[src/rtl/mgt_01_int_divider_pkg.sv]
// Shared definitions for the iterative integer divider: operand width and operation encoding.
package mgt_01_int_divider_pkg;

  localparam int unsigned XLEN = 32;

  typedef enum logic [1:0] {
    DIV  = 2'd0,
    DIVU = 2'd1,
    REM  = 2'd2,
    REMU = 2'd3
  } div_op_e;

endpackage

[src/rtl/mgt_01_int_divider.sv]
// Radix-2 non-restoring integer divider (DIV/DIVU/REM/REMU), one quotient bit per enabled cycle.
// Divide-by-zero and signed overflow bypass the iteration and report on the next edge.
module mgt_01_int_divider #(
  parameter int unsigned XLEN = mgt_01_int_divider_pkg::XLEN
) (
  input  logic            clk_i,
  input  logic            rst_n_i,
  input  logic            clk_en_i,
  input  logic            start_i,
  input  logic [1:0]      op_i,
  input  logic [XLEN-1:0] dividend_i,
  input  logic [XLEN-1:0] divisor_i,
  input  logic            kill_i,
  output logic [XLEN-1:0] result_o,
  output logic            valid_o,
  output logic            busy_o,
  output logic            div_zero_o
);
  import mgt_01_int_divider_pkg::*;

  localparam int unsigned CntW = $clog2(XLEN);

  typedef enum logic [1:0] {StIdle, StDivide, StRestore, StValid} state_e;

  state_e            state_q, state_d;
  logic [CntW-1:0]   cnt_q, cnt_d;
  logic [XLEN:0]     rem_q, rem_d;
  logic [XLEN-1:0]   quo_q, quo_d;
  logic [XLEN-1:0]   dvs_q, dvs_d;
  logic [XLEN-1:0]   res_q, res_d;
  logic [XLEN-1:0]   result_q, result_d;
  logic              neg_quo_q, neg_quo_d;
  logic              neg_rem_q, neg_rem_d;
  logic              is_rem_q, is_rem_d;
  logic              dz_pend_q, dz_pend_d;
  logic              valid_q, valid_d;
  logic              dz_q, dz_d;

  div_op_e           op;
  logic              op_signed, op_rem, a_neg, b_neg, overflow;
  logic [XLEN-1:0]   abs_a, abs_b;
  logic [XLEN:0]     shifted, step;
  logic [XLEN-1:0]   rem_fix, quo_out, rem_out;

  assign op        = div_op_e'(op_i);
  assign op_signed = (op == DIV) || (op == REM);
  assign op_rem    = (op == REM) || (op == REMU);
  assign a_neg     = op_signed & dividend_i[XLEN-1];
  assign b_neg     = op_signed & divisor_i[XLEN-1];
  assign abs_a     = a_neg ? (~dividend_i + 1'b1) : dividend_i;
  assign abs_b     = b_neg ? (~divisor_i + 1'b1) : divisor_i;
  assign overflow  = op_signed && (dividend_i == {1'b1, {(XLEN-1){1'b0}}}) && (&divisor_i);

  // Partial remainder stays in [-D, D); the dropped top bit of the shift cancels modulo 2^(XLEN+1).
  assign shifted = {rem_q[XLEN-1:0], quo_q[XLEN-1]};
  assign step    = rem_q[XLEN] ? (shifted + {1'b0, dvs_q}) : (shifted - {1'b0, dvs_q});

  assign rem_fix = rem_q[XLEN] ? (rem_q[XLEN-1:0] + dvs_q) : rem_q[XLEN-1:0];
  assign quo_out = neg_quo_q ? (~quo_q + 1'b1) : quo_q;
  assign rem_out = neg_rem_q ? (~rem_fix + 1'b1) : rem_fix;

  always_comb begin
    state_d   = state_q;
    cnt_d     = cnt_q;
    rem_d     = rem_q;
    quo_d     = quo_q;
    dvs_d     = dvs_q;
    res_d     = res_q;
    result_d  = result_q;
    neg_quo_d = neg_quo_q;
    neg_rem_d = neg_rem_q;
    is_rem_d  = is_rem_q;
    dz_pend_d = dz_pend_q;
    valid_d   = valid_q;
    dz_d      = dz_q;
    if (clk_en_i) begin
      valid_d = 1'b0;
      dz_d    = 1'b0;
      if (kill_i) begin
        state_d = StIdle;
      end else begin
        unique case (state_q)
          StIdle: begin
            if (start_i) begin
              is_rem_d = op_rem;
              if (divisor_i == '0) begin
                res_d     = op_rem ? dividend_i : '1;
                dz_pend_d = 1'b1;
                state_d   = StValid;
              end else if (overflow) begin
                res_d     = op_rem ? '0 : {1'b1, {(XLEN-1){1'b0}}};
                dz_pend_d = 1'b0;
                state_d   = StValid;
              end else begin
                rem_d     = '0;
                quo_d     = abs_a;
                dvs_d     = abs_b;
                cnt_d     = '0;
                neg_quo_d = a_neg ^ b_neg;
                neg_rem_d = a_neg;
                dz_pend_d = 1'b0;
                state_d   = StDivide;
              end
            end
          end
          StDivide: begin
            rem_d = step;
            quo_d = {quo_q[XLEN-2:0], ~step[XLEN]};
            cnt_d = cnt_q + 1'b1;
            if (cnt_q == '1) state_d = StRestore;
          end
          StRestore: begin
            res_d   = is_rem_q ? rem_out : quo_out;
            state_d = StValid;
          end
          StValid: begin
            result_d = res_q;
            valid_d  = 1'b1;
            dz_d     = dz_pend_q;
            state_d  = StIdle;
          end
          default: state_d = StIdle;
        endcase
      end
    end
  end

  always_ff @(posedge clk_i or negedge rst_n_i) begin
    if (!rst_n_i) begin
      state_q   <= StIdle;
      cnt_q     <= '0;
      rem_q     <= '0;
      quo_q     <= '0;
      dvs_q     <= '0;
      res_q     <= '0;
      result_q  <= '0;
      neg_quo_q <= 1'b0;
      neg_rem_q <= 1'b0;
      is_rem_q  <= 1'b0;
      dz_pend_q <= 1'b0;
      valid_q   <= 1'b0;
      dz_q      <= 1'b0;
    end else begin
      state_q   <= state_d;
      cnt_q     <= cnt_d;
      rem_q     <= rem_d;
      quo_q     <= quo_d;
      dvs_q     <= dvs_d;
      res_q     <= res_d;
      result_q  <= result_d;
      neg_quo_q <= neg_quo_d;
      neg_rem_q <= neg_rem_d;
      is_rem_q  <= is_rem_d;
      dz_pend_q <= dz_pend_d;
      valid_q   <= valid_d;
      dz_q      <= dz_d;
    end
  end

  assign result_o   = result_q;
  assign valid_o    = valid_q;
  assign busy_o     = (state_q != StIdle);
  assign div_zero_o = dz_q;

endmodule

[config.mk]
export PLATFORM = sky130hd
export DESIGN_NAME = mgt_01_int_divider
export DESIGN_NICKNAME = d
export VERILOG_FILES = /design/src/rtl/mgt_01_int_divider_pkg.sv /design/src/rtl/mgt_01_int_divider.sv
export SDC_FILE = /design/constraint.sdc
export NUM_CORES = 1
export LEC_CHECK = 0
export CAP_MARGIN = 0
export CORE_MARGIN = 2
export CORE_UTILIZATION = 40
export DETAILED_ROUTE_END_ITERATION = 10
export PLACE_DENSITY = 0.58
export RECOVER_POWER = 50
export SYNTH_ARGS = -nofsm -noshare
export SYNTH_HDL_FRONTEND = slang
export SYNTH_SLANG_ARGS = --single-unit
[constraint.sdc]
create_clock -name clk_i -period 11.8 [get_ports clk_i]
set_clock_uncertainty 0.05 [all_clocks]
set_input_delay 1.77 -clock clk_i [delete_from_list [all_inputs] [get_ports clk_i]]
set_output_delay 1.77 -clock clk_i [all_outputs]
set_load 0.02 [all_outputs]
## Word-level counts from Yosys, hierarchy flattened

Cells that the tools add are included.

- Bits in registers: 174
- Bits of input ports: 71
- Output and inout port bits: 35
- Word-level logic and storage cells: 98

- Add/subtract/negate cells: 8
- Equality and inequality tests: 13
- Mux-type cells: 36
- Bitwise logic cells: 11
- Reductions and logical operators: 17

Operators by type and width:

| cell | count |
|---|---|
| $mux W32 | 14 |
| $mux W33 | 4 |
| $add A32 B1 Y32 const B | 4 |
| $not A32 Y32 | 4 |
| $pmux W32 S2 | 2 |
| $pmux W33 S2 | 1 |
| $add A33 B32 Y33 | 1 |
| $sub A33 B32 Y33 | 1 |
| $add A32 B32 Y32 | 1 |
| $eq A32 B32 Y1 const B | 1 |
| $logic_not A32 Y1 | 1 |
| $reduce_and A32 Y1 | 1 |
| $mux W5 | 3 |
| $reduce_and A6 Y1 | 2 |
| $mux W2 | 5 |
| $pmux W5 S2 | 1 |
| $ne A3 B3 Y1 const B | 3 |
| $eq A2 B2 Y1 const B | 4 |
| $pmux W2 S4 | 1 |
| $ne A2 B2 Y1 const B | 3 |
| $reduce_and A3 Y1 | 2 |
| $reduce_bool A2 Y1 | 3 |
| $add A5 B1 Y5 const B | 1 |
| $eq A5 B5 Y1 const B | 1 |
| other kinds (10) | 21 |

## Depth between registers and ports, before layout

Gate-level depths: netlist (run 1).

- Depth after elaboration: 9
- Gate-level depth with buffers: 22

## Least setup slack after synthesis (run 1)

OpenSTA, ideal clock, no wires.

- Path kind: reg-to-reg
- Start: reg rem_q[32]
- End: reg rem_q[29]
- Arrival: 4.853 ns
- Required time: 11.616 ns
- Setup slack: 6.763 ns
- Stages on the path, launching flop included: 22
- Path buffers: 8
- Period minus slack after synthesis: 5.037 ns
- Cell sequence: dfrtp_1 buf_2 buf_2 buf_4 buf_4 clkbuf_1 buf_4 clkbuf_1 clkbuf_1 a21oi_1 xnor2_1 ha_1 and3_1 a221o_1 a21o_1 a21oi_1 o32ai_1 o41ai_1 o311ai_1 o41ai_1 xor2_1 o21ai_0

- Word-level cells in the longest chain between the ends: 2

Ends and longest elaborated chain:

| item | line | text |
|---|---|---|
| start, declared | mgt_01_int_divider.sv:27 | `logic [XLEN:0] rem_q, rem_d;` |
| start signal, assigned | mgt_01_int_divider.sv:146 | `rem_q <= rem_d;` |
| $mux W33 | mgt_01_int_divider.sv:56 | `assign step = rem_q[XLEN] ? (shifted + {1'b0, dvs_q}) : (shifted - {1'b0, dvs_q});` |
| $pmux W33 S2 | mgt_01_int_divider.sv:82 | `unique case (state_q)` |

Every way passes these cells.
A chain may end at the register's enable or synchronous reset.

==> impl_metrics.env, run 1 <==
export IMPL_outcome="complete, but fails checks"
export IMPL_violations_in_the_final_reports="capacitance limit, slew limit"
export IMPL_num_vias=13500
export IMPL_hold_path_depth=2
export IMPL_critical_path_reg2reg_startpoint="dvs_q[1]$_DFFE_PN0P_"
export IMPL_p_sw_frac=0.507
export IMPL_flow_area_growth_from_synthesis_pct=12.9
export IMPL_drive_above_1_share=0.0715
export IMPL_cp_slowest_stage_delay_ns=2.22
export IMPL_holdWs_ns=0.419
export IMPL_report_final_slew_viol_count=146
export IMPL_postSynth_topFlopCell="sky130_fd_sc_hd__dfrtp_1"
export IMPL_synth_edf_count=0
export IMPL_max_freq_mhz=150
export IMPL_cellInternalPower_mw=2.32
export IMPL_clk_latency_worst_skew_pair_ns=0.46
export IMPL_critPathRequiredTime_ns=12.23
export IMPL_clockBufferDepth=2
export IMPL_antenna_found_initial=1
export IMPL_tritoncts="built"
export IMPL_unrepaired_setup_endpoints_after_global_routing="no"
export IMPL_ioPinCount=106
export IMPL_grt_pass1_vias=12900
export IMPL_post_synth_instance_area_um2=14900
export IMPL_finalNetCount=2022
export IMPL_count_of_state_elements_after_synthesis=174
export IMPL_port_buffers=105
export IMPL_holdPathEnd="res_q[6]$_DFFE_PN0P_"
export IMPL_asyncSetResetFlopFracSynth=1.00
export IMPL_netlist_top_cells_area="sky130_fd_sc_hd__dfrtp_1, sky130_fd_sc_hd__ha_1, sky130_fd_sc_hd__a21oi_1, sky130_fd_sc_hd__xor2_1, sky130_fd_sc_hd__o21ai_0"
export IMPL_cts_root_buffer_cell="sky130_fd_sc_hd__clkbuf_16"
export IMPL_crit_reg2reg_capture="rem_q[29]$_DFFE_PN0P_"
export IMPL_dpl_instance_area_um2=16200
export IMPL_critical_path_fanout_max=66
export IMPL_cts_hold_buf=0
export IMPL_seq_area_frac_synth=0.293
export IMPL_critical_path_slowest_cell="sky130_fd_sc_hd__clkbuf_1"
export IMPL_drt_pre_antenna_iters=6
export IMPL_share_of_the_clock_period_used_by_the_worst_path_after_layout=0.565
export IMPL_cts_num_sinks=174
export IMPL_switchingPower_mw=2.39
export IMPL_die_w_um=197
export IMPL_ant_nets=0
export IMPL_final_area_um2=16800
export IMPL_power_frac_comb=0.637
export IMPL_syn_mean_instance_area_um2=8.12
export IMPL_max_slew_margin_rel=-1.14
export IMPL_grt_overflow_total=0
export IMPL_netlist_area_leader_share=0.293
export IMPL_rrSetupSlack_ns=6.71
export IMPL_syn_inst=1832
export IMPL_detail_route_drc_violations=0
export IMPL_final_common_cell="sky130_fd_sc_hd__nand2_1"
export IMPL_initial_core_util=0.406
export IMPL_post_route_worst_setup_slack_ns=5.13
export IMPL_floorplan_rows=70
export IMPL_route_detailed_wl_per_inst_um=18.3
export IMPL_timing_critical_path_buf_inv=3
export IMPL_vias_per_cell=5.74
export IMPL_peakVddDrop_uv=119
export IMPL_crit_path_frequent_cell="sky130_fd_sc_hd__clkbuf_1"
export IMPL_min_path_type="reg2reg"
export IMPL_critical_path_endpoint_type="asynchronous set/reset pin"
export IMPL_power_density_nw_per_um2=281
export IMPL_critPathTopFamily="buffers and inverters"
export IMPL_final_setup_viol_count=0
export IMPL_crit_path_cells="clkbuf_1, clkbuf_1, buf_4"
export IMPL_clockPowerShare=0.122
export IMPL_max_slew_worst_pin_slew_ns=3.21
export IMPL_worst_endpoint_arrival_ns=7.10
export IMPL_cap_viol_max_count=3
export IMPL_total_power_mw=4.71
export IMPL_timing_final_hold_violations=0
export IMPL_synth_top_cell_by_area="sky130_fd_sc_hd__dfrtp_1"
export IMPL_drt_iter0_drc=1117
export IMPL_yosys_warnings=0
export IMPL_cts_inserted_buffers=17
export IMPL_post_cts_repair_setup_buffers=0
export IMPL_synth_cell_types=98
export IMPL_clock_pin_slew_on_the_worst_setup_and_hold_paths_ns=0.07
export IMPL_die_height_um=197
export IMPL_grt_util_all_layers=0.227
export IMPL_gpl_final_weighted_congestion=0.893
export IMPL_grt_pass1_wl_mm=69.8
export IMPL_final_min_clock_period_ns=6.67
export IMPL_worstHoldStart="res_q[6]$_DFFE_PN0P_"
export IMPL_die_area_um2=38700
export IMPL_timing_reg2reg_worst_path_depth=17
export IMPL_tns_ns=0
export IMPL_leakagePower_nw=7.04
export IMPL_mappedNetlistNets=1980
export IMPL_seqPwrFrac=0.241
export IMPL_post_cts_resized_instances=0
export IMPL_timing_worst_setup_path_type="in2async"
export IMPL_drt_total_wl_mm=43.2
export IMPL_cts_htree_levels=4
export IMPL_setup_worst_path_start_class="primary input"
export IMPL_dpl_hpwl_mm=33.0
export IMPL_largest_net_degree_at_the_start_of_global_routing=117
export IMPL_mostFrequentLayoutCells="sky130_fd_sc_hd__nand2_1, sky130_fd_sc_hd__nor2_1, sky130_fd_sc_hd__a21oi_1, sky130_fd_sc_hd__dfrtp_1, sky130_fd_sc_hd__o21ai_0"
export IMPL_core_um2=36600
export IMPL_pre_cts_ws_ns=5.48
-- worst register-to-register path, stage by stage (launching register included) --
cell and delay (ns):
sky130_fd_sc_hd__dfrtp_1 0.49, sky130_fd_sc_hd__inv_1 0.10, sky130_fd_sc_hd__ha_1 0.18, sky130_fd_sc_hd__inv_1 0.07, sky130_fd_sc_hd__nor4_1 0.67, sky130_fd_sc_hd__a31oi_1 0.20, sky130_fd_sc_hd__xor2_1 0.19, sky130_fd_sc_hd__ha_1 0.36
sky130_fd_sc_hd__and3_1 0.22, sky130_fd_sc_hd__a221o_1 0.33, sky130_fd_sc_hd__a21o_1 0.20, sky130_fd_sc_hd__a21oi_1 0.14, sky130_fd_sc_hd__o32ai_1 0.13, sky130_fd_sc_hd__o41ai_1 0.70, sky130_fd_sc_hd__o311ai_1 0.28, sky130_fd_sc_hd__o41ai_1 0.37
sky130_fd_sc_hd__xor2_1 0.18, sky130_fd_sc_hd__o21ai_0 0.09
-- worst max-delay path by stage --
stage | start | to | cells after the start
6_report | rst_n_i | dvs_q[30]$_DFFE_PN0P_ | 3
5_1_grt | rst_n_i | dvs_q[23]$_DFFE_PN0P_ | 3
4_1_cts | divisor_i[2] | rem_q[7]$_DFFE_PN0P_ | 11
3_5_place_dp | divisor_i[2] | rem_q[7]$_DFFE_PN0P_ | 11
3_3_place_gp | divisor_i[3] | rem_q[7]$_DFFE_PN0P_ | 11
2_1_floorplan | rem_q[32]$_DFFE_PN0P_ | rem_q[29]$_DFFE_PN0P_ | 21
-- kinds of logic (layout without fill, tap and decap cells) --
kind of cell / after synthesis / after routing / share of synthesized area
multiplexers: 49 / 49 / 0.0374
adder cells (fa/ha/maj): 77 / 77 / 0.0658
other: 0 / 1 / 0
flip-flops: 174 / 174 / 0.293
XOR/XNOR: 180 / 180 / 0.106
buffers and inverters: 150 / 205 / 0.0424
AND/OR/NAND/NOR: 603 / 603 / 0.192
AO/OA/AOI/OAI: 599 / 599 / 0.264
-- sequential cells by signal, indices dropped and copies added (netlist names) --
name        flops
cnt_q           5
div_zero_o      1
dvs_q          32
dz_pend_q       1
is_rem_q        1
neg_quo_q       1
neg_rem_q       1
quo_q          32
rem_q          33
res_q          32
result_o       32
state_q         2
valid_o         1
-- power groups by stage --
stage | registers (mW) | clock network [mW] | logic, mW
after floorplan | 1.01 | 0 | 2.40
after global placement | 1.13 | 0 | 2.94
after detailed placement | 1.14 | 0 | 2.99
after CTS | 1.13 | 0.589 | 3.00
after global routing | 1.17 | 0.613 | 3.37
final | 1.14 | 0.576 | 3.00
-- metrics by stage --
stage	std cells	util
2_1_floorplan	1832	-
3_3_place_gp	2323	0.443
3_5_place_dp	2323	0.443
4_1_cts	2355	0.459
5_1_grt	2355	0.458
6_report	2356	0.458
-- layer usage --
| layer | vias to the layer above | share of wire | GRT usage | wire (um) |
|---|---|---|---|---|
| li1 | 6750 | - | - | - |
| met1 | 6410 | 0.48 | 0.317 | 20900 |
| met2 | 324 | 0.45 | 0.362 | 19300 |
| met3 | 45 | 0.048 | 0.0334 | 2070 |
| met4 | 0 | 0.020 | 0.0710 | 861 |
| met5 | - | 0 | 0 | 0 |
-- synth_stat cells, drive strengths merged (22+ instances only) --
| cell | n |
|---|---|
| nand2 | 198 |
| clkbuf | 63 |
| a21o | 37 |
| a21oi | 177 |
| nor4 | 22 |
| nor2 | 174 |
| buf | 34 |
| nor3 | 44 |
| dfrtp | 174 |
| o21ai | 166 |
| o31ai | 48 |
| ha | 75 |
| xor2 | 95 |
| inv | 53 |
| nand3 | 35 |
| xnor2 | 85 |
| mux2 | 39 |
-- layout make-up --
class,instances,area (um^2)
Antenna cell,1,2.50
Inverter,53,199
Clock buffer,18,439
Sequential cell,174,4360
Fill cell,3662,19800
Tap cell,468,586
Timing Repair Buffer,120,1150
Multi-Input combinational cell,1508,9900
Clock inverter,14,148
No activity file was read; power rests on OpenSTA's default activity.
==> inputs of run 2 (changes only) <==
==> constraint.sdc (replaced) <==
create_clock -name clk_i -period 6.9 [get_ports clk_i]
set_clock_uncertainty 0.05 [all_clocks]
set_input_delay 1.035 -clock clk_i [delete_from_list [all_inputs] [get_ports clk_i]]
set_output_delay 1.035 -clock clk_i [all_outputs]
set_load 0.02 [all_outputs]
==> run 2 against run 1 <==
Highest routed layer unchanged. The flow still finishes with violations (capacitance limit, slew limit). Flip-flop and latch count stayed put. Hold slack got worse by 0.0049 ns. Largest power group unchanged. Power rose by 71%. Clock power rose by 62%. Die area stayed put. Via count rose by 0.96%. Core utilization decreased by 0.079 points. Cell area shrank 0.17%. Register-to-register slack worse by 4.7 ns. First-iteration DRC count decreased by 15%. Non-clock buffer count did not move.
==> impl_metrics.env, run 2 (synthesized netlist as in run 1, its figures left out) <==
export IMPL_ioPinCount=106
export IMPL_antenna_found_initial=0
export IMPL_critPathRequiredTime_ns=7.19
export IMPL_finalNetCount=2022
export IMPL_final_min_clock_period_ns=5.04
export IMPL_antenna_cells_inserted=0
export IMPL_cts_inserted_buffers=17
export IMPL_report_final_slew_viol_count=34
export IMPL_clock_pin_slew_on_the_worst_setup_and_hold_paths_ns=0.07
export IMPL_cts_htree_levels=4
export IMPL_cellInternalPower_mw=3.93
export IMPL_p_sw_frac=0.511
export IMPL_critical_path_endpoint_type="flop"
export IMPL_drt_total_wl_mm=43.6
export IMPL_total_power_mw=8.04
export IMPL_gpl_final_weighted_congestion=0.892
export IMPL_share_of_the_clock_period_used_by_the_worst_path_after_layout=0.731
export IMPL_hold_path_depth=2
export IMPL_cts_num_sinks=174
export IMPL_final_setup_viol_count=0
export IMPL_power_density_nw_per_um2=480
export IMPL_final_common_cell="sky130_fd_sc_hd__nand2_1"
export IMPL_route_detailed_wl_per_inst_um=18.5
export IMPL_tritoncts="built"
export IMPL_cts_root_buffer_cell="sky130_fd_sc_hd__clkbuf_16"
export IMPL_post_cts_resized_instances=0
export IMPL_timing_reg2reg_worst_path_depth=18
export IMPL_count_of_placed_standard_cells_in_the_final_layout_fillers_left_out=2355
export IMPL_clockBufferDepth=2
export IMPL_max_freq_mhz=198
export IMPL_max_slew_margin_rel=-0.208
export IMPL_outcome="complete, but fails checks"
export IMPL_register_containing_the_most_flip_flops_in_the_final_layout="rem_q"
export IMPL_power_frac_comb=0.640
export IMPL_timing_worst_setup_path_type="in2reg"
export IMPL_switchingPower_mw=4.11
export IMPL_grt_pass1_wl_mm=70.6
export IMPL_grt_overflow_total=0
export IMPL_drt_pre_antenna_iters=5
export IMPL_max_slew_worst_pin_slew_ns=1.81
export IMPL_cts_hold_buf=0
export IMPL_die_height_um=197
export IMPL_leakagePower_nw=7.01
export IMPL_tns_ns=0
export IMPL_flow_area_growth_from_synthesis_pct=12.7
export IMPL_die_area_um2=38700
export IMPL_violations_in_the_final_reports="capacitance limit, slew limit"
export IMPL_mostFrequentLayoutCells="sky130_fd_sc_hd__nand2_1, sky130_fd_sc_hd__nor2_1, sky130_fd_sc_hd__a21oi_1, sky130_fd_sc_hd__dfrtp_1, sky130_fd_sc_hd__o21ai_0"
export IMPL_grt_util_all_layers=0.229
export IMPL_vias_per_cell=5.80
export IMPL_largest_reg_flops=33
export IMPL_critical_path_fanout_max=87
export IMPL_die_w_um=197
export IMPL_largest_net_degree_at_the_start_of_global_routing=104
export IMPL_grt_pass1_vias=13100
export IMPL_floorplan_rows=70
export IMPL_peakVddDrop_uv=188
export IMPL_final_fill_count=3708
export IMPL_min_path_type="reg2reg"
export IMPL_drive_above_1_share=0.0715
export IMPL_core_um2=36600
export IMPL_dpl_hpwl_mm=33.4
export IMPL_port_buffers=105
export IMPL_timing_final_hold_violations=0
export IMPL_setup_worst_path_start_class="primary input"
export IMPL_num_vias=13700
export IMPL_detail_route_drc_violations=0
export IMPL_post_cts_repair_setup_buffers=0
export IMPL_clockPowerShare=0.116
export IMPL_cap_viol_max_count=1
export IMPL_clk_latency_worst_skew_pair_ns=0.46
export IMPL_seqPwrFrac=0.244
export IMPL_worst_endpoint_arrival_ns=5.33
export IMPL_initial_core_util=0.406
export IMPL_unrepaired_setup_endpoints_after_global_routing="no"
export IMPL_ant_nets=0
export IMPL_drt_iter0_drc=945
export IMPL_place_detailed_instances=2323
## run 2: final cells by class
cell class / instances / area, um^2 / share of cell area
clock buffers: 20 / 447 / 0.0267
clock inverters: 12 / 103 / 0.00612
inverters: 53 / 199 / 0.0119
multi-input cells: 1508 / 9900 / 0.591
flip-flops and latches: 174 / 4360 / 0.260
well taps: 468 / 586 / 0.0349
repair buffers: 120 / 1160 / 0.0693
## run 2: worst max-delay path, stage by stage
cell,delay [ns]
sky130_fd_sc_hd__clkdlybuf4s50_1,0.50
sky130_fd_sc_hd__nor4_1,0.52
sky130_fd_sc_hd__nand3_1,0.18
sky130_fd_sc_hd__nor4_1,0.46
sky130_fd_sc_hd__nand3_1,0.14
sky130_fd_sc_hd__nor3_1,0.82
sky130_fd_sc_hd__nor2_1,0.19
sky130_fd_sc_hd__nand3_1,0.18
sky130_fd_sc_hd__a21o_4,0.68
sky130_fd_sc_hd__buf_4,0.42
sky130_fd_sc_hd__o21ai_0,0.14
## run 2: worst paths after layout
check | from | to | slack (ns)
worst max-delay path | divisor_i[3] | quo_q[23]$_DFFE_PN0P_ | 1.86
worst min-delay path | res_q[6]$_DFFE_PN0P_ | res_q[6]$_DFFE_PN0P_ | 0.41
max in group asynchronous | rst_n_i | rem_q[32]$_DFFE_PN0P_ | 4.60
min in group asynchronous | rst_n_i | result_o[1]$_DFFE_PN0P_ | 0.64
worst min register to register | res_q[6]$_DFFE_PN0P_ | res_q[6]$_DFFE_PN0P_ | 0.41
worst max register to register | dvs_q[10]$_DFFE_PN0P_ | rem_q[31]$_DFFE_PN0P_ | 2.01
## run 2: power groups by stage
stage | registers [mW] | clock network, mW | logic, mW
after floorplan | 1.73 | 0 | 4.11
after global placement | 1.96 | 0 | 5.04
after detailed placement | 1.97 | 0 | 5.10
after CTS | 1.95 | 0.958 | 5.13
after global routing | 2.02 | 0.997 | 5.75
final | 1.96 | 0.934 | 5.14
## run 2: routing by layer
layer / track usage / vias up / routed length [um]
li1: - / 6749 / -
met1: 0.316 / 6492 / 20900
met2: 0.377 / 368 / 20000
met3: 0.0257 / 50 / 1910
met4: 0.0699 / 0 / 911
met5: 0 / - / 0
## run 2: stage by stage
stage               utilization  hold slack [ns]  area, um^2  worst slack (ns)
floorplan                     -            0.385       14900              1.86
global placement          0.443            0.400       16200              1.61
detailed placement        0.443            0.403       16200              1.54
CTS                       0.458            0.419       16800              2.01
global route              0.458            0.442       16800              1.40
finish                    0.458            0.414       16800              1.86
==> inputs of run 3 (changes only) <==
--- a/config.mk
+++ b/config.mk
@@ -9,7 +9,7 @@
 export CORE_MARGIN = 2
 export CORE_UTILIZATION = 40
 export DETAILED_ROUTE_END_ITERATION = 10
-export PLACE_DENSITY = 0.58
+export PLACE_DENSITY = 0.6
 export RECOVER_POWER = 50
 export SYNTH_ARGS = -nofsm -noshare
 export SYNTH_HDL_FRONTEND = slang
==> constraint.sdc (replaced) <==
create_clock -name clk_i -period 4.45 [get_ports clk_i]
set_clock_uncertainty 0.05 [all_clocks]
set_input_delay 0.6675 -clock clk_i [delete_from_list [all_inputs] [get_ports clk_i]]
set_output_delay 0.6675 -clock clk_i [all_outputs]
set_load 0.02 [all_outputs]
==> run 3 against run 2 <==
The flow still finishes with violations (capacitance limit, slew limit). Clock power grew 65%. Die area is the same. Critical path depth grew 7. Global-route usage grew 0.38 points. Sequential power grew 52%. First-iteration DRC count shrank 3.9%.
==> impl_metrics.env, run 3 (synthesized netlist as in run 1, its figures left out) <==
export IMPL_outcome="complete, but fails checks"
export IMPL_violations_in_the_final_reports="capacitance limit, slew limit"
export IMPL_timing_critical_path_buf_inv=2
export IMPL_finalNetCount=2051
export IMPL_crit_reg2reg_capture="rem_q[32]$_DFFE_PN0P_"
export IMPL_critical_path_endpoint="rem_q[32]$_DFFE_PN0P_"
export IMPL_clock_pin_slew_on_the_worst_setup_and_hold_paths_ns=0.07
export IMPL_holdWs_ns=0.424
export IMPL_critPathTopFamily="simple AND/OR/NAND/NOR gates"
export IMPL_critical_path_fanout_max=4
export IMPL_leakagePower_nw=7.18
export IMPL_worst_endpoint_arrival_ns=4.49
export IMPL_antenna_found_initial=0
export IMPL_path_depth=18
export IMPL_clk_latency_worst_skew_pair_ns=0.45
export IMPL_antenna_cells_inserted=0
export IMPL_final_util=0.469
export IMPL_cts_htree_levels=4
export IMPL_floorplan_rows=70
export IMPL_cts_inserted_buffers=17
export IMPL_flow_area_growth_from_synthesis_pct=15.5
export IMPL_ant_nets=0
export IMPL_critical_path_reg2reg_startpoint="dvs_q[10]$_DFFE_PN0P_"
export IMPL_dpl_instance_area_um2=16500
export IMPL_initial_core_util=0.406
export IMPL_power_density_nw_per_um2=746
export IMPL_rrSetupSlack_ns=0.26
export IMPL_mostFrequentLayoutCells="sky130_fd_sc_hd__nand2_1, sky130_fd_sc_hd__nor2_1, sky130_fd_sc_hd__dfrtp_1"
export IMPL_min_path_type="reg2reg"
export IMPL_peakVddDrop_uv=293
export IMPL_route_detailed_wl_per_inst_um=18.6
export IMPL_critical_path_endpoint_type="flop"
export IMPL_timing_final_hold_violations=0
export IMPL_die_height_um=197
export IMPL_clockBufferDepth=2
export IMPL_report_final_slew_viol_count=102
export IMPL_final_setup_viol_count=0
export IMPL_max_slew_margin_rel=-0.732
export IMPL_tns_ns=0
export IMPL_tritoncts="built"
export IMPL_setup_worst_path_start_class="flop"
export IMPL_largest_net_degree_at_the_start_of_global_routing=103
export IMPL_multi_input_area_um2=10000
export IMPL_grt_util_all_layers=0.233
export IMPL_final_area_um2=17200
export IMPL_crit_path_cells="or3_1, nor3_1, nor3b_2, nand2_1, nor2_1, buf_4, and2_1, nor2_1, xor2_1, ha_1, nand3_2, or3b_2, a31oi_2, o21ba_2, a311oi_1, xnor2_1, buf_4, a22o_1"
export IMPL_post_route_worst_setup_slack_ns=0.255
export IMPL_seqCellArea_um2=4360
export IMPL_critical_path_slowest_cell="sky130_fd_sc_hd__or3b_2"
export IMPL_final_min_clock_period_ns=4.19
export IMPL_largest_reg_flops=33
export IMPL_cts_root_buffer_cell="sky130_fd_sc_hd__clkbuf_16"
export IMPL_grt_pass1_wl_mm=71.2
export IMPL_detail_route_drc_violations=0
export IMPL_critPathRequiredTime_ns=4.74
export IMPL_register_containing_the_most_flip_flops_in_the_final_layout="rem_q"
export IMPL_port_buffers=105
export IMPL_grt_pass1_vias=13000
export IMPL_final_fill_count=3615
export IMPL_pre_cts_ws_ns=-0.0280
export IMPL_cts_hold_buf=0
export IMPL_final_common_cell="sky130_fd_sc_hd__nand2_1"
export IMPL_max_slew_worst_pin_slew_ns=2.60
export IMPL_die_area_um2=38700
export IMPL_timing_reg2reg_worst_path_depth=18
export IMPL_grt_overflow_total=0
export IMPL_drive_above_1_share=0.0929
export IMPL_gpl_final_weighted_congestion=0.907
export IMPL_cap_viol_max_count=1
export IMPL_timing_worst_setup_path_type="reg2reg"
export IMPL_vias_per_cell=5.74
export IMPL_dpl_hpwl_mm=34.6
export IMPL_launch_point_of_the_critical_path="dvs_q[10]$_DFFE_PN0P_"
export IMPL_core_um2=36600
export IMPL_die_w_um=197
export IMPL_drt_pre_antenna_iters=5
export IMPL_max_freq_mhz=238
export IMPL_share_of_the_clock_period_used_by_the_worst_path_after_layout=0.943
export IMPL_num_vias=13700
export IMPL_cts_num_sinks=174
export IMPL_drt_iter0_drc=908
export IMPL_cp_slowest_stage_delay_ns=0.48
export IMPL_ioPinCount=106
export IMPL_drt_total_wl_mm=44.4
-- run 3: stage by stage --
stage	power, mW	instances
finish	12.8	2384
detailed placement	11.1	2351
global placement	11.0	2351
global route	14.0	2384
CTS	12.7	2383
floorplan	9.08	1832
-- run 3: layout make-up --
type	count	area share
clock buffer	20	0.0260
clock inverter	12	0.00801
inverter	53	0.0116
multi-input combinational	1508	0.583
sequential	174	0.254
tap	468	0.0341
timing repair buffer	149	0.0836
-- run 3: what timing repair did --
action                     in CTS  in global routing
setup endpoints to repair       1                 10
resized for setup               0                 15
cloned                          0                  0
pin swaps                       1                  2
buffers inserted                0                  1
-- run 3: worst min path at each step --
stage                                     start                 endpoint  slack (ns)  cells past startpoint
final                      res_q[6]$_DFFE_PN0P_     res_q[6]$_DFFE_PN0P_        0.42                      2
after global routing      res_q[19]$_DFFE_PN0P_    res_q[19]$_DFFE_PN0P_        0.46                      2
after CTS                               rst_n_i  result_o[4]$_DFFE_PN0P_        0.30                      1
after detailed placement   res_q[6]$_DFFE_PN0P_     res_q[6]$_DFFE_PN0P_        0.41                      2
after global placement     res_q[6]$_DFFE_PN0P_     res_q[6]$_DFFE_PN0P_        0.40                      2
after floorplan                         rst_n_i     cnt_q[0]$_DFFE_PN0P_        0.32                      0
-- run 3: worst min-delay path, stage by stage, from the launching register on --
cell	delay, ns
sky130_fd_sc_hd__dfrtp_1	0.35
sky130_fd_sc_hd__nand2_1	0.05
sky130_fd_sc_hd__nand2_1	0.05
-- run 3: per-layer routing --
layer / vias to the layer above / wire (um) / global-route usage / share of wire
met2: 331 / 20700 / 0.388 / 0.47
met3: 31 / 1980 / 0.0296 / 0.045
met1: 6540 / 21200 / 0.324 / 0.48
met5: - / 0 / 0 / 0
li1: 6793 / - / - / -
met4: 0 / 519 / 0.0496 / 0.012
-- run 3: report_power, final --
group	internal, mW	leakage, nW	switching [mW]
sequential	2.14	2.26	0.840
clock	0.847	0.281	0.691
combinational	3.38	4.64	4.92
total	6.37	7.18	6.45
==> edit 1: new RTL, flow settings as in run 1 <==
The package constant `XLEN` goes from 32 to 16.
--- a/src/rtl/mgt_01_int_divider_pkg.sv
+++ b/src/rtl/mgt_01_int_divider_pkg.sv
@@ -1,7 +1,7 @@
 // Shared definitions for the iterative integer divider: operand width and operation encoding.
 package mgt_01_int_divider_pkg;
 
-  localparam int unsigned XLEN = 32;
+  localparam int unsigned XLEN = 16;
 
   typedef enum logic [1:0] {
     DIV  = 2'd0,
Ports: changed (resized dividend_i, divisor_i and result_o); port bits go from 106 to 58. No check against the original RTL was run, so the function may have changed too.
==> edit 1 against run 1 <==
The run still ends with max-capacitance violations, max-slew violations left; first-iteration DRC count fell by 56%; synthesized area down 50%; non-clock buffer count is 58 lower; final area shrank 49%; setup slack better by 990 ps; combinational power shrank 60%; wire length decreased by 53%; critical path type unchanged; sequential cell count down 81; global-route usage decreased by 1.4 points; total power shrank 57%; largest power group unchanged.
==> edit 1: results (changes against run 1) <==
Flop2flop setup slack -> 7660 ps (was 6710 ps)
Via/cell ratio -> 5.66 (was 5.74)
Lkg Pwr -> 0.00368 uW (was 0.00704 uW)
Total track usage -> 21.3% (was 22.7%)
Gpl congestion -> 0.888 (was 0.893)
H-tree Lvls -> 3 (was 4)
Initial antenna violation count -> 0 (was 1)
Max VDD drop -> 0.116 mV (was 0.119 mV)
Synth area leaders -> dfrtp_1 31%, ha_1 7.1%, o21ai_0 5.9% (was dfrtp_1 29%, ha_1 6.3%, a21oi_1 5.9%)
Filler cell count -> 1,830 (was 3,662)
Nets@finish -> 1,042 (was 2,022)
Ant diodes -> 0 (was 1)
Post-synth cell types -> 64 (was 98)
Iteration-0 DRC Markers -> 488 (was 1,117)
Hold wc startpoint -> res_q[8] (was res_q[6])
First-pass GRT wire length -> 33,600 um (was 69,800 um)
Placed inst area -> 8190 um^2 (was 16,200 um^2)
Total number of vias -> 6,758 (was 13,529)
Outcome -> finished, violations left (unchanged)
Max Transition Viols Final -> 96 (was 146)
Met3 usage -> 3.56% (was 3.34%)
Relative slew slack -> -78.4% (was -114%)
Seq/Total Area, Yosys -> 31.3% (was 29.3%)
Worst skew pair latency -> 360 ps (was 460 ps)
Number of global-route vias before repair -> 6,344 (was 12,920)
DP HPWL -> 15,800 um (was 33,000 um)
Failing checks -> max-capacitance violations, max-slew violations (unchanged)
Final WL -> 20,500 um (was 43,200 um)
Average cell area after synthesis -> 8.06 um^2 (was 8.12 um^2)
GRT met1 Usage -> 31.7% (about the same)
Pin count of the biggest net entering global routing -> 60 (was 117)
Layout cell share with drive strength beyond 1 -> 4.88% (was 7.15%)
Max reg flops -> 17 (was 33)
Inserted Clock Buffers -> 9 (was 17)
Area share of the largest cell type after synthesis -> 31.3% (was 29.3%)
List of most frequent post-synthesis cells -> 116 x nand2_1, 93 x dfrtp_1, 87 x nor2_1, 87 x o21ai_0, 76 x a21oi_1 (was 198 x nand2_1, 174 x a21oi_1, 174 x dfrtp_1, 174 x nor2_1, 159 x o21ai_0)
Net Sw Frac -> 49.2% (was 50.7%)
Worst reg-to-reg path cell count -> 12 (was 17)
Crit path max fanout -> 51 (was 66)
# port buffers -> 57 (was 105)
Drt first pass iters -> 5 (was 6)
Max Cap Viol -> 2 (was 3)
## edit 1: changes by cell type after synthesis, moves of 33 or more
cell	change
ha_1	-33
xor2_1	-51
a21oi_1	-98
dfrtp_1	-81
o21ai_0	-72
xnor2_1	-48
nand2_1	-82
nor2_1	-87
clkbuf_1	-38
## edit 1: power groups by stage
stage | logic (uW) | registers [uW] | clock network, uW
after CTS | 1200 | 531 | 302
after detailed placement | 1200 | 537 | 0
after global placement | 1190 | 537 | 0
final | 1200 | 533 | 297
after global routing | 1370 | 549 | 319
after floorplan | 957 | 477 | 0
## edit 1: logic make-up (layout without fill, tap and decap cells)
kind of cell / after synthesis / after routing / synth area share (%)
and+or+nand+nor: 331 / 331 / 20.8
DFF: 93 / 93 / 31.3
buffers and inverters: 65 / 107 / 3.42
muxes: 28 / 28 / 4.09
xor gates and xnor gates: 81 / 81 / 9.54
AOI/OAI and AO/OA: 280 / 280 / 23.3
adders and majority gates: 44 / 44 / 7.61
## edit 1: routing by layer
layer | vias up | routed length, um
met5 | - | 0
met4 | 0 | 278
met3 | 18 | 1130
met2 | 171 | 8890
met1 | 3158 | 10200
li1 | 3411 | -
## edit 1: worst min-delay path, stage by stage (launching register included)
cell and delay, ps:
dfrtp_1 340, nand2_1 40, o21ai_0 60
## edit 1: metrics by stage
stage / hold slack, ps / utilization, % / setup WS (ps)
3_3_place_gp: 417 / 45.3 / 6400
3_5_place_dp: 427 / 45.3 / 6280
5_1_grt: 462 / 46.9 / 5060
6_report: 435 / 46.9 / 6120
4_1_cts: 444 / 47.0 / 6630
2_1_floorplan: 396 / - / 7620
## edit 1: worst paths after layout
| kind | endpoint |
|---|---|
| min in group asynchronous | dvs_q[13] |
| setup / recovery | res_q[12] |
| hold / removal | res_q[8] |
| setup reg to reg | rem_q[15] |
| hold reg to reg | res_q[8] |
| max in group clk_i | rem_q[11] |
## edit 1: area by class of cell
class                      instances  area share [%]
clock buffer                       9            2.65
clock inverter                     7           0.885
inverter                          29            1.28
multi-input combinational        764            57.3
sequential                        93            27.4
tap                              229            3.38
timing repair buffer              62            7.05
==> edit 2: new RTL, settings of run 1 <==
Made on the original files. Take the reset off `res_q` and `result_q` and load them in a clocked block of their own.
--- a/src/rtl/mgt_01_int_divider.sv
+++ b/src/rtl/mgt_01_int_divider.sv
@@ -132,8 +132,6 @@
       rem_q     <= '0;
       quo_q     <= '0;
       dvs_q     <= '0;
-      res_q     <= '0;
-      result_q  <= '0;
       neg_quo_q <= 1'b0;
       neg_rem_q <= 1'b0;
       is_rem_q  <= 1'b0;
@@ -146,8 +144,6 @@
       rem_q     <= rem_d;
       quo_q     <= quo_d;
       dvs_q     <= dvs_d;
-      res_q     <= res_d;
-      result_q  <= result_d;
       neg_quo_q <= neg_quo_d;
       neg_rem_q <= neg_rem_d;
       is_rem_q  <= is_rem_d;
@@ -157,6 +153,11 @@
     end
   end
 
+  always_ff @(posedge clk_i) begin
+    res_q    <= res_d;
+    result_q <= result_d;
+  end
+
   assign result_o   = result_q;
   assign valid_o    = valid_q;
   assign busy_o     = (state_q != StIdle);
Check against the original RTL: differs if rst_n_i is asserted again (counterexample within 4 cycles, from zero or initial values and one cycle with rst_n_i low); with rst_n_i held inactive, the same outputs for 4 cycles.
==> edit 2 against run 1 <==
The flow finishes with violations (design-rule violations, max-capacitance violations, max-slew violations); setup slack worse by 92 ps; largest power group unchanged; first-iteration DRC count rose by 9.4%; final area is 1.5% lower; synthesized area down 2.5%; via count increased by 0.57%; total power shrank 2.7%; combinational power shrank 3%; sequential cell count is the same; cell count shrank 2.5%; worst hold slack lost 49 ps; largest cell class unchanged; count of clock-buffer cells in the layout shrank 1; global-route usage up 1.0 points; wire length rose by 3.0%.
==> edit 2: results (changes against run 1) <==
DP HPWL -> 34,100 um (was 33,000 um)
Clk slew on worst S/H paths -> 90 ps (was 70 ps)
Post-synthesis compound-gate area fraction -> 24.6% (was 26.4%)
Residual DRC -> 9 (was 0)
Placed inst area -> 15,900 um^2 (was 16,200 um^2)
Number of sequential cells -> 174 (unchanged)
Outcome -> finished, violations left (unchanged)
Uppermost layer routed -> met5 (was met4)
Lkg Pwr -> 0.00646 uW (was 0.00704 uW)
Fraction of area in registers -> 28.3% (was 26.0%)
Hold Path Depth -> 0 (was 2)
List of most frequent post-synthesis cells -> 221 x nand2_1, 167 x o21ai_0, 152 x a21oi_1 (was 198 x nand2_1, 174 x a21oi_1, 174 x dfrtp_1, 174 x nor2_1, 159 x o21ai_0)
Ys async rst share -> 63.2% (was 100%)
Buffering overhead -> 6.87% (was 6.85%)
Pin count of the biggest net entering global routing -> 73 (was 117)
Relative slew slack -> -128% (was -114%)
Ant diodes -> 0 (was 1)
Failing checks -> design-rule violations, max-capacitance violations, max-slew violations (was max-capacitance violations, max-slew violations)
Max Transition Viols Final -> 148 (was 146)
GRT met1 Usage -> 32.5% (was 31.7%)
Internal -> 2250 uW (was 2320 uW)
Iteration-0 DRC Markers -> 1,222 (was 1,117)
Mux cell area share after synthesis -> 1.29% (was 3.74%)
Max Cap Viol -> 3 (unchanged)
Synth Cell Area -> 14,500 um^2 (was 14,900 um^2)
Post-synth cell types -> 82 (was 98)
[edit 2: power groups by stage]
| stage | logic [uW] | clock network (uW) | registers [uW] |
|---|---|---|---|
| after CTS | 2890 | 609 | 1070 |
| final | 2910 | 597 | 1080 |
| after detailed placement | 2870 | 0 | 1090 |
| after floorplan | 2290 | 0 | 945 |
| after global placement | 2830 | 0 | 1080 |
| after global routing | 3260 | 635 | 1110 |
[edit 2: worst paths after layout]
kind / startpoint / endpoint / slack [ps]
worst max-delay path: rst_n_i / rem_q[32] / 5040
worst min-delay path: res_q[3] / result_o[3] / 370
worst max register to register: dvs_q[3] / rem_q[31] / 5990
worst min register to register: res_q[3] / result_o[3] / 370
max in group clk_i: divisor_i[0] / rem_q[32] / 5400
min in group asynchronous: rst_n_i / dvs_q[3] / 2420
